===== config.mk =====
export PLATFORM = sky130hd
export DESIGN_NAME = rr_hold_arbiter
export DESIGN_NICKNAME = d
export VERILOG_FILES = /design/src/rtl/arb_pkg.sv /design/src/rtl/rr_hold_arbiter_prio.sv /design/src/rtl/rr_hold_arbiter.sv
export SDC_FILE = /design/constraint.sdc
export NUM_CORES = 1
export LEC_CHECK = 0
export ABC_AREA = 1
export CAP_MARGIN = 20
export CORE_MARGIN = 4
export CORE_UTILIZATION = 30
export DETAILED_ROUTE_END_ITERATION = 8
export GPL_ROUTABILITY_DRIVEN = 0
export PLACE_DENSITY = 0.6
export SYNTH_ARGS = -nofsm -noshare
export SYNTH_HDL_FRONTEND = slang
export SYNTH_SLANG_ARGS = --single-unit
export TNS_END_PERCENT = 30

===== constraint.sdc =====
create_clock -name clk -period 1.1 [get_ports clk]
set_input_delay 0.22 -clock clk [delete_from_list [all_inputs] [get_ports clk]]
set_output_delay 0.22 -clock clk [all_outputs]
set_load 0.05 [all_outputs]

===== src/rtl/arb_pkg.sv =====
// Shared types and helpers for the round-robin hold arbiter.
// State encoding and index-width derivation used by rr_hold_arbiter.
package arb_pkg;

   typedef enum logic {
      IDLE  = 1'b0,
      OWNED = 1'b1
   } arb_state_e;

   // Width of a binary requester index; never narrower than one bit.
   function automatic int idx_w(input int n);
      return (n <= 2) ? 1 : $clog2(n);
   endfunction

endpackage


===== src/rtl/rr_hold_arbiter_prio.sv =====
// Fixed-priority arbiter: the lowest set request index wins, result is one-hot.
// Pure combinational; used twice by rr_hold_arbiter (masked and unmasked requests).
module priority_arbiter #(
   parameter int N = 4
) (
   input  logic [N-1:0] req_i,
   output logic [N-1:0] gnt_o
);

   // Two's-complement trick isolates the lowest set bit.
   assign gnt_o = req_i & (~req_i + N'(1));

endmodule


===== src/rtl/rr_hold_arbiter.sv =====
// Registered round-robin arbiter that holds a grant until done or request drop.
// Optional forced release after MAX_HOLD cycles when ARB_TIMEOUT_EN is defined.
module rr_hold_arbiter
   import arb_pkg::*;
#(
   parameter int INPUTS   = 4,
   parameter int MAX_HOLD = 16
) (
   input  logic                        clk,
   input  logic                        rst,
   input  logic [INPUTS-1:0]           req,
   input  logic [INPUTS-1:0]           done,
   output logic [INPUTS-1:0]           grant,
   output logic [idx_w(INPUTS)-1:0]    grant_idx,
   output logic                        busy,
   output logic                        timeout
);

   localparam int IDX_W = idx_w(INPUTS);

   if (INPUTS < 2 || MAX_HOLD < 1) begin : g_bad_cfg
      $error("rr_hold_arbiter: INPUTS must be >= 2 and MAX_HOLD >= 1");
   end

   arb_state_e        state_q;
   logic [INPUTS-1:0] grant_q;
   logic [IDX_W-1:0]  grant_idx_q;
   logic [IDX_W-1:0]  last_idx_q;
   logic              busy_q;

   logic [INPUTS-1:0] mask;
   logic [INPUTS-1:0] req_masked;
   logic [INPUTS-1:0] gnt_masked;
   logic [INPUTS-1:0] gnt_plain;
   logic [INPUTS-1:0] winner_oh;
   logic [IDX_W-1:0]  winner_idx;
   logic              owner_release;
   logic              hold_limit;

   // Rotating priority: only indices strictly above the last owner get first pick.
   always_comb begin
      mask = '0;
      for (int i = 0; i < INPUTS; i++) begin
         mask[i] = (IDX_W'(i) > last_idx_q);
      end
   end

   assign req_masked = req & mask;

   priority_arbiter #(.N(INPUTS)) u_prio_masked (
      .req_i (req_masked),
      .gnt_o (gnt_masked)
   );

   priority_arbiter #(.N(INPUTS)) u_prio_plain (
      .req_i (req),
      .gnt_o (gnt_plain)
   );

   assign winner_oh = (|gnt_masked) ? gnt_masked : gnt_plain;

   always_comb begin
      winner_idx = '0;
      for (int i = 0; i < INPUTS; i++) begin
         if (winner_oh[i]) begin
            winner_idx = winner_idx | IDX_W'(i);
         end
      end
   end

   assign owner_release = done[grant_idx_q] | ~req[grant_idx_q];

`ifdef ARB_TIMEOUT_EN
   localparam int CNT_W = $clog2(MAX_HOLD + 1);

   logic [CNT_W-1:0] hold_cnt_q;
   logic             timeout_q;

   // Limit hits in the MAX_HOLD-th owned cycle, so the grant lasts exactly MAX_HOLD cycles.
   assign hold_limit = (state_q == OWNED) && (hold_cnt_q == CNT_W'(MAX_HOLD - 1));
   assign timeout    = timeout_q;
`else
   assign hold_limit = 1'b0;
   assign timeout    = 1'b0;
`endif

   always_ff @(posedge clk) begin
      if (rst) begin
         state_q     <= IDLE;
         grant_q     <= '0;
         grant_idx_q <= '0;
         busy_q      <= 1'b0;
         last_idx_q  <= IDX_W'(INPUTS - 1);
`ifdef ARB_TIMEOUT_EN
         hold_cnt_q  <= '0;
         timeout_q   <= 1'b0;
`endif
      end else begin
`ifdef ARB_TIMEOUT_EN
         timeout_q <= 1'b0;
`endif
         case (state_q)
            IDLE: begin
`ifdef ARB_TIMEOUT_EN
               hold_cnt_q <= '0;
`endif
               if (|req) begin
                  state_q     <= OWNED;
                  grant_q     <= winner_oh;
                  grant_idx_q <= winner_idx;
                  busy_q      <= 1'b1;
                  last_idx_q  <= winner_idx;
               end
            end
            OWNED: begin
`ifdef ARB_TIMEOUT_EN
               hold_cnt_q <= hold_cnt_q + CNT_W'(1);
`endif
               // A normal release wins over a coincident hold limit, so no timeout pulse then.
               if (owner_release || hold_limit) begin
                  state_q     <= IDLE;
                  grant_q     <= '0;
                  grant_idx_q <= '0;
                  busy_q      <= 1'b0;
`ifdef ARB_TIMEOUT_EN
                  timeout_q   <= ~owner_release;
`endif
               end
            end
            default: begin
               state_q <= IDLE;
            end
         endcase
      end
   end

   assign grant     = grant_q;
   assign grant_idx = grant_idx_q;
   assign busy      = busy_q;

endmodule

==> impl_metrics.yaml <==
cells_and_area:
  fillers: 163
  drive_gt1_share_pct: 45.6
  post-route-util_pct: 53.5
  multiInputGateArea_um2: 333
  stdcell_area_um2: 933
  insertedDiodeCount: 0
  nets: 114
  area_growth_pct: 68.8
  register_area_um2: 210
placed_design:
  dp_hpwl_um: 1000
  dpl_cell_area_um2: 857
  portBuffers: 16
hold_path:
  hp-start: "last_idx_q[0]"
  hp-class: "flip-flop to flip-flop"
  hold_depth: 2
  holdPathEnd: "last_idx_q[0]"
drt:
  ant_nets: 0
  route.detailed.drc: 0
  vias: 555
  dr.pass1.iters: 4
  wl_per_cell_um: 10.1
  via_per_inst: 4.34
  routed_wl_um: 1300
  drt_iter0_markers: 7
power_and_ir_drop:
  total_power_mw: 1.26
  power.leakage_nw: 0.434
  vdd_drop_max_uv: 658
  powerDensity_nw_per_um2: 1350
worst_setup_path:
  cp.arrival_ns: 0.88
  r2r_slack_ns: 0.01
  worstSetupPathType: "flip-flop to primary output"
  crit_buf_inv: 2
  crit_required_ns: 0.88
  cpPeakStageDelay_ns: 0.36
  cp_slowest_cell: "dfxtp_4"
  regToRegStartpoint: "last_idx_q[1]"
  crit_chain: "buf_6, buf_12"
  critPathCaptureType: "primary output"
  reg2reg_to: "grant_idx[1]"
  cp_max_fo: 4
  ff2ff_path_depth: 8
  critical_path.startpoint_type: "flip-flop"
  cpLargestDelayFamily: "flip-flops"
flow_run:
  cap_viol_max_count: 0
floorplanning:
  rows: 15
  pin_count: 18
  die_h_um: 50.9
  core_um2: 1750
  start_util_pct: 31.7
  fp.dieW_um: 50.9
  die_area_um2: 2590
synthesis:
  netlist_area_um2: 553
  synth_cell_type_count: 18
  synthCells: 78
  synth_top_cell_by_area: "dfxtp_1"
  ys_warn_count: 0
  synth.top_cell.area_share_pct: 36.2
  post_synth.cell_area_avg_um2: 7.09
  seq_area_frac_synth_pct: 36.2
  ys_seq_elements: 10
  ys_top_cells_by_area: "dfxtp_1 (36%), nand2_1 (14%), a21oi_1 (8.1%)"
  syn-num-nets: 88
global_route:
  antenna_found_initial: 0
  grt_max_degree: 11
  grt_pass1_wl_um: 2210
  grt_pass1_vias: 533
  overflow: 0
  grt_usage_pct: 11.2
clocking:
  clkTransAtPathRegs_ns: 0.07
  cts-buffers-inserted: 3
  cts_num_sinks: 10
  postCtsHoldBufs: 0
  cts_tree: "yes"
  clock_latency_ns: 0.27
  ctsLongestPathBuffers: 2
  cts_root_buf: "clkbuf_4"
  htreeDepth: 1
sta:
  tns_ns: 0
  report.final.slew_viol_count: 0
  rsz0062_at_grt: "yes"
  fin_worst_skew_ns: 0.00443
  hold_violations: 0
  period_minus_slack_ns: 1.10
  final.period_utilization_pct: 99.8
  fmax_mhz: 911
  setup_viol: 0
  worst_hold_slack_ns: 0.499
run_status:
  run_status: "finished clean"
[cells in the mapped netlist]
library cell  instances
nand2_1              20
dfxtp_1              10
a21oi_1               9
nand3_1               7
inv_1                 5
nand3b_1              5
inv_2                 4
nand2_2               4
a21oi_2               2
buf_4                 2
nand4_1               2
nor2_2                2
conb_1                1
inv_4                 1
nand3_2               1
nor2_1                1
nor2_4                1
o21ai_2               1
[worst register-to-register path, delay by kind of cell (launching register included)]
family                 cells  cell delay [ns]
DFF                        1             0.37
and+or+nand+nor            4             0.38
buffers and inverters      3             0.15
AOI/OAI and AO/OA          1             0.12
[flip-flops by register name, summed over array words and instances (netlist names)]
name	flops
state_q	1
grant_idx	2
last_idx_q	2
busy	1
grant	4
[power by group]
group | switching, mW | internal, mW | leakage (nW) | total (mW)
clock | 0.126 | 0.140 | 0.0150 | 0.266
combinational | 0.283 | 0.246 | 0.336 | 0.529
sequential | 0.0484 | 0.412 | 0.0836 | 0.460
[layout by cell type (no fill, tap or decap), drive strengths merged, types with 2 or more instances in the layout]
cell	instances
nand2	24
clkbuf	4
clkdlybuf4s50	2
nand3b	5
a21oi	11
nor2	4
nand4	2
dlygate4sd2	4
nand3	8
buf	14
dfxtp	10
inv	10
dlymetal6s2s	3
[cell families after synthesis]
family	synth area share, %
simple gates	40.3
compound gates	12.9
buf+inv	9.95
flops	36.2
other cells	0.678
[per-layer routing]
| layer | wire, µm | track usage, % | part of all wire [%] |
|---|---|---|---|
| met2 | 584 | 15.9 | 45 |
| met1 | 605 | 15.1 | 47 |
| met5 | 0 | 0 | 0 |
| met4 | 40 | 6.73 | 3.1 |
| met3 | 68 | 2.62 | 5.2 |
[stage by stage]
step	cells	setup WS [ns]
after global routing	128	-0.0419
after CTS	128	-0.00238
after detailed placement	124	-0.427
final	128	0.00235
after global placement	124	-0.425
after floorplan	78	0.0188
[worst max-delay path by stage]
stage,start,endpoint,cells past startpoint
after floorplan,grant_idx[0],grant_idx[1],7
after global placement,req[1],grant_idx[1],8
after detailed placement,req[1],grant_idx[1],8
after CTS,grant_idx[0],grant_idx[0],2
after global routing,grant_idx[0],grant[2],7
final,grant_idx[0],grant_idx[0],2
[final cells by class]
cell class | count | share of cell area, %
inverter | 10 | 4.29
clock buffer | 4 | 2.82
timing repair buffer | 23 | 31.4
tap | 25 | 3.35
multi-input combinational | 56 | 35.7
sequential | 10 | 22.5
[what timing repair did]
action,4_1_cts,5_1_grt
setup endpoints to repair,12,11
gates resized for setup,12,11
pin swaps,2,7
setup buffers,0,0
(Power assumes the default switching activity.)
